[config.mk]
export PLATFORM = sky130hd
export DESIGN_NAME = day10_answer_accumulator_flat
export DESIGN_NICKNAME = d
export VERILOG_FILES = /design/src/rtl/day10_pkg.sv /design/src/rtl/axi_stream_if.sv /design/src/rtl/day10_sum_serializer.sv /design/src/rtl/day10_answer_accumulator.sv /design/src/flat_wrapper.sv
export SDC_FILE = /design/constraint.sdc
export NUM_CORES = 1
export LEC_CHECK = 0
export ABC_CLOCK_PERIOD_IN_PS = 2700
export BUFFER_PORTS_ARGS = -buffer_cell sky130_fd_sc_hd__buf_2
export CORE_MARGIN = 2
export CORE_UTILIZATION = 30
export DETAILED_ROUTE_END_ITERATION = 10
export PLACE_DENSITY = 0.56
export SKIP_LAST_GASP = 1
export SYNTH_ARGS = -nofsm -noshare
export SYNTH_HDL_FRONTEND = slang
export SYNTH_HIERARCHICAL = 1
export SYNTH_SLANG_ARGS = --single-unit
[constraint.sdc]
create_clock -name clk -period 2.7 [get_ports clk]
set_clock_uncertainty 0.05 [all_clocks]
set_input_delay 0.54 -clock clk [delete_from_list [all_inputs] [get_ports clk]]
set_output_delay 0.54 -clock clk [all_outputs]
set_load 0.01 [all_outputs]
[src/rtl/day10_pkg.sv]
// Shared types and constants for the day10 answer accumulator.
// The saturating-sum option is selected by defining DAY10_ACC_SATURATE_EN.
package day10_pkg;

  // Accumulator control states.
  typedef enum logic [1:0] {
    ACCUMULATE = 2'd0,
    EMIT       = 2'd1,
    CLEAR      = 2'd2
  } acc_state_t;

  // Default accumulator width.
  localparam int unsigned SUM_WIDTH_DEFAULT = 32;

  // Width of a counter able to index 'beats' entries (never narrower than 1 bit).
  function automatic int unsigned idx_width(input int unsigned beats);
    return (beats > 1) ? $clog2(beats) : 1;
  endfunction

endpackage

[src/rtl/axi_stream_if.sv]
// Minimal AXI-Stream bundle used by the day10 answer accumulator.
interface axi_stream_if #(
  parameter int unsigned DATA_WIDTH = 8
);

  logic                  tvalid;
  logic                  tready;
  logic [DATA_WIDTH-1:0] tdata;
  logic                  tlast;

  modport master (
    output tvalid,
    output tdata,
    output tlast,
    input  tready
  );

  modport slave (
    input  tvalid,
    input  tdata,
    input  tlast,
    output tready
  );

endinterface

[src/rtl/day10_sum_serializer.sv]
// Serializes the accumulated sum onto the output stream, least-significant
// beat first. Owns the beat index, the slice mux and the tlast flag.
module day10_sum_serializer
  import day10_pkg::*;
#(
  parameter int unsigned DATA_W = 8,
  parameter int unsigned SUM_W  = SUM_WIDTH_DEFAULT
) (
  input  logic              clk_i,
  input  logic              rst_i,
  input  logic              clear_i,
  input  logic              emit_i,
  input  logic [SUM_W-1:0]  sum_i,
  input  logic              tready_i,
  output logic              tvalid_o,
  output logic [DATA_W-1:0] tdata_o,
  output logic              tlast_o,
  output logic              last_fire_o
);

  localparam int unsigned NBEATS = SUM_W / DATA_W;
  localparam int unsigned IDX_W  = idx_width(NBEATS);
  localparam logic [IDX_W-1:0] LAST_IDX = IDX_W'(NBEATS - 1);

  logic [IDX_W-1:0]  beat_idx_q;
  logic [IDX_W-1:0]  beat_idx_d;
  logic [DATA_W-1:0] slice;
  logic              is_last;
  logic              fire;

  assign is_last     = (beat_idx_q == LAST_IDX);
  assign fire        = emit_i && tready_i;
  assign last_fire_o = fire && is_last;

  // Beat index: step on each non-final output transfer, zero on clear.
  always_comb begin
    beat_idx_d = beat_idx_q;
    if (clear_i) begin
      beat_idx_d = '0;
    end else if (fire && !is_last) begin
      beat_idx_d = beat_idx_q + 1'b1;
    end
  end

  // Beat index register.
  always_ff @(posedge clk_i or posedge rst_i) begin
    if (rst_i) begin
      beat_idx_q <= '0;
    end else begin
      beat_idx_q <= beat_idx_d;
    end
  end

  // Slice mux selecting the current beat of the sum.
  always_comb begin
    slice = '0;
    for (int unsigned b = 0; b < NBEATS; b++) begin
      if (beat_idx_q == IDX_W'(b)) begin
        slice = sum_i[b*DATA_W +: DATA_W];
      end
    end
  end

  // Outputs stay quiet (all zero) outside EMIT.
  assign tvalid_o = emit_i;
  assign tdata_o  = emit_i ? slice : '0;
  assign tlast_o  = emit_i && is_last;

endmodule

[src/rtl/day10_answer_accumulator.sv]
// Sums per-machine press counts from the input stream and emits the total
// as SUM_WIDTH/AXI_DATA_WIDTH little-endian beats, then clears for the next
// dataset. Defining DAY10_ACC_SATURATE_EN clamps an overflowing sum to
// all-ones; otherwise the sum wraps. Both variants set the sticky overflow.
module day10_answer_accumulator
  import day10_pkg::*;
#(
  parameter int unsigned AXI_DATA_WIDTH = 8,
  parameter int unsigned SUM_WIDTH      = SUM_WIDTH_DEFAULT
) (
  input  logic         clk,
  input  logic         rst,
  axi_stream_if.slave  data_in,
  axi_stream_if.master data_out,
  output logic         overflow
);

  acc_state_t           state_q;
  acc_state_t           state_d;
  logic [SUM_WIDTH-1:0] sum_q;
  logic [SUM_WIDTH-1:0] sum_d;
  logic                 ovf_q;
  logic                 ovf_d;
  logic [SUM_WIDTH:0]   add_full;
  logic                 in_fire;
  logic                 clear;
  logic                 last_fire;

  // Input is only accepted while accumulating and out of reset.
  assign data_in.tready = (state_q == ACCUMULATE) && !rst;
  assign in_fire        = data_in.tvalid && data_in.tready;

  // Extra top bit of the adder is the carry out used for overflow.
  assign add_full = {1'b0, sum_q}
                  + {{(SUM_WIDTH + 1 - AXI_DATA_WIDTH){1'b0}}, data_in.tdata};

  // Next-state and datapath control.
  always_comb begin
    state_d = state_q;
    sum_d   = sum_q;
    ovf_d   = ovf_q;
    clear   = 1'b0;
    case (state_q)
      ACCUMULATE: begin
        if (in_fire) begin
`ifdef DAY10_ACC_SATURATE_EN
          sum_d = add_full[SUM_WIDTH] ? '1 : add_full[SUM_WIDTH-1:0];
`else
          sum_d = add_full[SUM_WIDTH-1:0];
`endif
          ovf_d = ovf_q | add_full[SUM_WIDTH];
          if (data_in.tlast) begin
            state_d = EMIT;
          end
        end
      end
      EMIT: begin
        if (last_fire) begin
          state_d = CLEAR;
        end
      end
      CLEAR: begin
        sum_d   = '0;
        ovf_d   = 1'b0;
        clear   = 1'b1;
        state_d = ACCUMULATE;
      end
      default: begin
        state_d = ACCUMULATE;
      end
    endcase
  end

  // State, sum and overflow registers; reset discards any partial sum.
  always_ff @(posedge clk or posedge rst) begin
    if (rst) begin
      state_q <= ACCUMULATE;
      sum_q   <= '0;
      ovf_q   <= 1'b0;
    end else begin
      state_q <= state_d;
      sum_q   <= sum_d;
      ovf_q   <= ovf_d;
    end
  end

  assign overflow = ovf_q;

  day10_sum_serializer #(
    .DATA_W (AXI_DATA_WIDTH),
    .SUM_W  (SUM_WIDTH)
  ) u_serializer (
    .clk_i       (clk),
    .rst_i       (rst),
    .clear_i     (clear),
    .emit_i      (state_q == EMIT),
    .sum_i       (sum_q),
    .tready_i    (data_out.tready),
    .tvalid_o    (data_out.tvalid),
    .tdata_o     (data_out.tdata),
    .tlast_o     (data_out.tlast),
    .last_fire_o (last_fire)
  );

endmodule

[src/flat_wrapper.sv]
// flat-port wrapper written by rule: the top's interface ports become plain ports
module day10_answer_accumulator_flat import day10_pkg::*;
#(
  parameter int unsigned AXI_DATA_WIDTH = 8,
  parameter int unsigned SUM_WIDTH      = SUM_WIDTH_DEFAULT
)
  (clk, rst, overflow, data_in_tvalid, data_in_tdata, data_in_tlast, data_in_tready, data_out_tvalid, data_out_tdata, data_out_tlast, data_out_tready);
  axi_stream_if #(.DATA_WIDTH(8)) data_in_i ();
  axi_stream_if #(.DATA_WIDTH(8)) data_out_i ();
  input  logic clk;
  input  logic rst;
  output logic overflow;
  input wire logic [$bits(data_in_i.tvalid)-1:0] data_in_tvalid;
  input wire logic [$bits(data_in_i.tdata)-1:0] data_in_tdata;
  input wire logic [$bits(data_in_i.tlast)-1:0] data_in_tlast;
  output wire logic [$bits(data_in_i.tready)-1:0] data_in_tready;
  output wire logic [$bits(data_out_i.tvalid)-1:0] data_out_tvalid;
  output wire logic [$bits(data_out_i.tdata)-1:0] data_out_tdata;
  output wire logic [$bits(data_out_i.tlast)-1:0] data_out_tlast;
  input wire logic [$bits(data_out_i.tready)-1:0] data_out_tready;
  assign data_in_i.tvalid = data_in_tvalid;
  assign data_in_i.tdata = data_in_tdata;
  assign data_in_i.tlast = data_in_tlast;
  assign data_in_tready = data_in_i.tready;
  assign data_out_tvalid = data_out_i.tvalid;
  assign data_out_tdata = data_out_i.tdata;
  assign data_out_tlast = data_out_i.tlast;
  assign data_out_i.tready = data_out_tready;
  day10_answer_accumulator #(.AXI_DATA_WIDTH(AXI_DATA_WIDTH), .SUM_WIDTH(SUM_WIDTH)) u_core (.clk(clk), .rst(rst), .data_in(data_in_i), .data_out(data_out_i), .overflow(overflow));
endmodule
==> impl_metrics.yaml <==
synthesis:
  edff_count_synth: 0
  synth_top_flop_cell: "sky130_fd_sc_hd__dfrtp_1"
  synth.area.top_cells: "sky130_fd_sc_hd__dfrtp_1 37%, sky130_fd_sc_hd__ha_1 6.0%, sky130_fd_sc_hd__xor2_1 6.0%"
  ys_async_sr_fraction: 1.00
  top_cell_type_s_share_of_synthesized_area: 0.372
  yosys_warnings: 6
  postSynthRegisterBits: 37
  synth_area_leader: "sky130_fd_sc_hd__dfrtp_1"
  mappedNetlistNets: 293
  syn_std_cell_area_sq_mm: 0.00249
  yosys.cell_types.count: 47
  synthesis.instances: 267
  post_synth.cell_area_avg_sq_um: 9.31
  seq_area_frac_synth: 0.372
clock_tree:
  clock_sink_count: 37
  clockBufferDepth: 2
  post_cts.repair.setup_buffers: 0
  clock_tree_from_tritoncts: "built"
  htreeDepth: 2
  cts_root_buffer: "sky130_fd_sc_hd__clkbuf_8"
  insertion_delay_ns: 0.28
  worst_setup_hold_path_clk_slew_ns: 0.08
  cts_hold_repair.buffers: 0
  cts_buffers: 5
sta:
  setup_viol: 0
  timing.final.max_slew_violations: 0
  min_period_over_period: 0.928
  timing_hold_violations_final: 0
  timing.max_slew.rel_slack: 0.681
  fmax_ghz: 0.399
  worst_slew_pin_slew_ns: 0.479
  setup_ws_ns: 0.195
  rsz_0062_raised_after_global_routing: "false"
  timing.final.crit_period_ns: 2.51
  setup_total_negative_slack_ns: 0
grt:
  grt_max_degree: 36
  grt_first_pass_wirelength_microns: 10300
  grt_antenna_before_repair: 0
  globalRouteTotalUtil: 0.147
  grt.overflow.total: 0
  first_global_vias: 1976
status:
  result_of_the_run: "finished clean"
die:
  die-area_sq_mm: 0.00903
  core_area_sq_mm: 0.00813
  top_level_ports: 25
  core.rowCount: 33
  initial_utilization: 0.306
  chipHeight_microns: 95.0
  die-width_microns: 95.0
setup_path:
  critical_path_buf_inv_count: 1
  r2r_setup_slk_ns: 0.19
  setup.worst_path.class: "reg2reg"
  path_depth: 9
  capture_point_of_the_worst_reg_to_reg_path: "u_core/sum_q[30]"
  crit_required_ns: 2.87
  worst_setup_path_end_kind: "register"
  worstRegToRegCells: 9
  setup.worst_path.end: "u_core/sum_q[30]"
  rr_startpoint: "u_core/sum_q[0]"
  ordered_cell_list_for_the_critical_path: "ha_1, inv_1, fa_1, nor2b_1, o2111ai_1, a31oi_4, o211ai_4, or3_1, a21oi_1"
  worstSetupStartpointType: "register"
  crit_start: "u_core/sum_q[0]"
  critPathMaxFanout: 8
  cp_top_family: "compound AO/OA/AOI/OAI gates"
  critical_path.max_stage_delay_ns: 0.41
  cp_slowest_cell: "sky130_fd_sc_hd__dfrtp_1"
  crit_arrival_ns: 2.67
detailed_routing:
  vias_per_cell: 4.99
  post-route-drc-count: 0
  detail_route.iter0.violations: 131
  via_count: 2025
  number_of_nets_with_antenna_violations_after_detailed_routing: 0
  drt-total-wl_microns: 5960
  wl_per_cell_microns: 14.7
  drt_first_pass_iters: 4
hold_path:
  timing.hold.worst.class: "in2async"
cells_and_area:
  fin_nets: 326
  area_delta_synth_final_pct: 16.0
  post_route_cells_drive_above_1_share: 0.216
  sequential_cell_area_sq_um: 926
  final.fill_count: 818
  multi_input_comb_area_sq_mm: 0.00142
  antennaDiodeCount: 0
placed_design:
  detailedPlace.worstSlack_ns: 0.0159
  place_congestion: 0.775
  detailed_place_hpwl_microns: 4530
  portBuffers: 24
power_and_ir_drop:
  leakage_nw: 1.32
  cellPowerDensity_mw_per_mm2: 879
  vdd_ir_drop_max_v: 0.000611
run:
  maxCapViolations: 0
[cells in the mapped netlist (2+ instances only)]
library cell	instances
sky130_fd_sc_hd__o2111ai_1	2
sky130_fd_sc_hd__nand2_1	19
sky130_fd_sc_hd__nand2b_1	2
sky130_fd_sc_hd__dfrtp_1	37
sky130_fd_sc_hd__o21ai_0	28
sky130_fd_sc_hd__o31ai_1	3
sky130_fd_sc_hd__buf_6	2
sky130_fd_sc_hd__clkbuf_1	4
sky130_fd_sc_hd__and2_1	3
sky130_fd_sc_hd__buf_2	3
sky130_fd_sc_hd__buf_4	3
sky130_fd_sc_hd__o211ai_1	7
sky130_fd_sc_hd__ha_1	12
sky130_fd_sc_hd__xor2_1	17
sky130_fd_sc_hd__inv_1	14
sky130_fd_sc_hd__xnor2_1	5
sky130_fd_sc_hd__nor2b_1	4
sky130_fd_sc_hd__or3_1	4
sky130_fd_sc_hd__nand3_1	18
sky130_fd_sc_hd__a221oi_2	7
sky130_fd_sc_hd__a21oi_1	8
sky130_fd_sc_hd__nor2_1	24
sky130_fd_sc_hd__o21ai_1	8
sky130_fd_sc_hd__nand4_1	8
sky130_fd_sc_hd__and3_1	3
[worst min-delay path by stage]
stage	to	slack (ns)	depth (start not counted)
after CTS	u_core/u_serializer/beat_idx_q[0]	0.09	2
final	u_core/u_serializer/beat_idx_q[0]	0.1	2
after global routing	u_core/u_serializer/beat_idx_q[0]	0.1	2
after detailed placement	u_core/u_serializer/beat_idx_q[0]	0.40	2
after floorplan	u_core/u_serializer/beat_idx_q[0]	0.23	1
after global placement	u_core/u_serializer/beat_idx_q[1]	0.39	2
[power by group]
part           switching, mW  total (mW)  internal, mW
Combinational          0.716        1.24         0.527
Sequential             0.128       0.787         0.659
Clock                  0.206       0.507         0.301
[placed cells by master, fill, tap and decap left out, types with 4 or more instances in the layout]
| cell type | synthesis | final |
|---|---|---|
| sky130_fd_sc_hd__dfrtp_1 | 37 | 37 |
| sky130_fd_sc_hd__o21ai_0 | 28 | 28 |
| sky130_fd_sc_hd__buf_2 | 3 | 24 |
| sky130_fd_sc_hd__nor2_1 | 24 | 24 |
| sky130_fd_sc_hd__nand2_1 | 19 | 19 |
| sky130_fd_sc_hd__nand3_1 | 18 | 18 |
| sky130_fd_sc_hd__xor2_1 | 17 | 17 |
| sky130_fd_sc_hd__buf_4 | 3 | 15 |
| sky130_fd_sc_hd__inv_1 | 14 | 14 |
| sky130_fd_sc_hd__ha_1 | 12 | 11 |
| sky130_fd_sc_hd__a21oi_1 | 8 | 8 |
| sky130_fd_sc_hd__nand4_1 | 8 | 8 |
| sky130_fd_sc_hd__o21ai_1 | 8 | 8 |
| sky130_fd_sc_hd__o211ai_1 | 7 | 7 |
| sky130_fd_sc_hd__a221oi_2 | 7 | 7 |
| sky130_fd_sc_hd__clkbuf_8 | 1 | 6 |
| sky130_fd_sc_hd__xnor2_1 | 5 | 5 |
| sky130_fd_sc_hd__nor2b_1 | 4 | 4 |
| sky130_fd_sc_hd__or3_1 | 4 | 4 |
[per-layer routing]
metal / vias to the layer above / track usage / share of wire
li1: 1021 / - / -
met1: 967 / 0.212 / 0.48
met2: 35 / 0.234 / 0.47
met3: 2 / 0.0261 / 0.048
met4: 0 / 0.0254 / 0.0045
met5: - / 0 / 0
[state kept, by name, summed over array words and instances (netlist names)]
name,cells
u_core/u_serializer/beat_idx_q,2
u_core/sum_q,32
u_core/overflow,1
u_core/state_q,2
[per-stage QoR]
step	instances	cell area, sq um	power [mW]	util	hold slack (ns)
floorplan	267	2490	1.67	-	0.231
global placement	398	2760	2.03	0.339	0.389
detailed placement	398	2760	2.04	0.339	0.401
CTS	406	2880	2.56	0.354	0.0925
global route	406	2880	2.76	0.355	0.0962
finish	406	2880	2.54	0.355	0.0969
[layout make-up]
class | count | share of cell area
inverter | 14 | 0.0182
clock inverter | 2 | 0.0130
multi-input combinational | 203 | 0.493
timing repair buffer | 39 | 0.0807
clock buffer | 6 | 0.0286
tap | 105 | 0.0456
sequential | 37 | 0.321
[kinds of logic (layout without fill, tap and decap cells)]
group,after synthesis,after routing,synth area share
simple gates,98,98,0.222
xor+xnor,22,22,0.0775
mux,1,1,0.00403
compound gates,69,69,0.199
fa+ha+maj,13,13,0.0684
buf+inv,27,61,0.0569
flops,37,37,0.372
[repair_timing]
item / CTS / global route
gates resized for setup: 0 / 1
endpoints found under the hold margin: 0 / 0
endpoints found under the setup margin: 0 / 6
(Power assumes the default switching activity.)
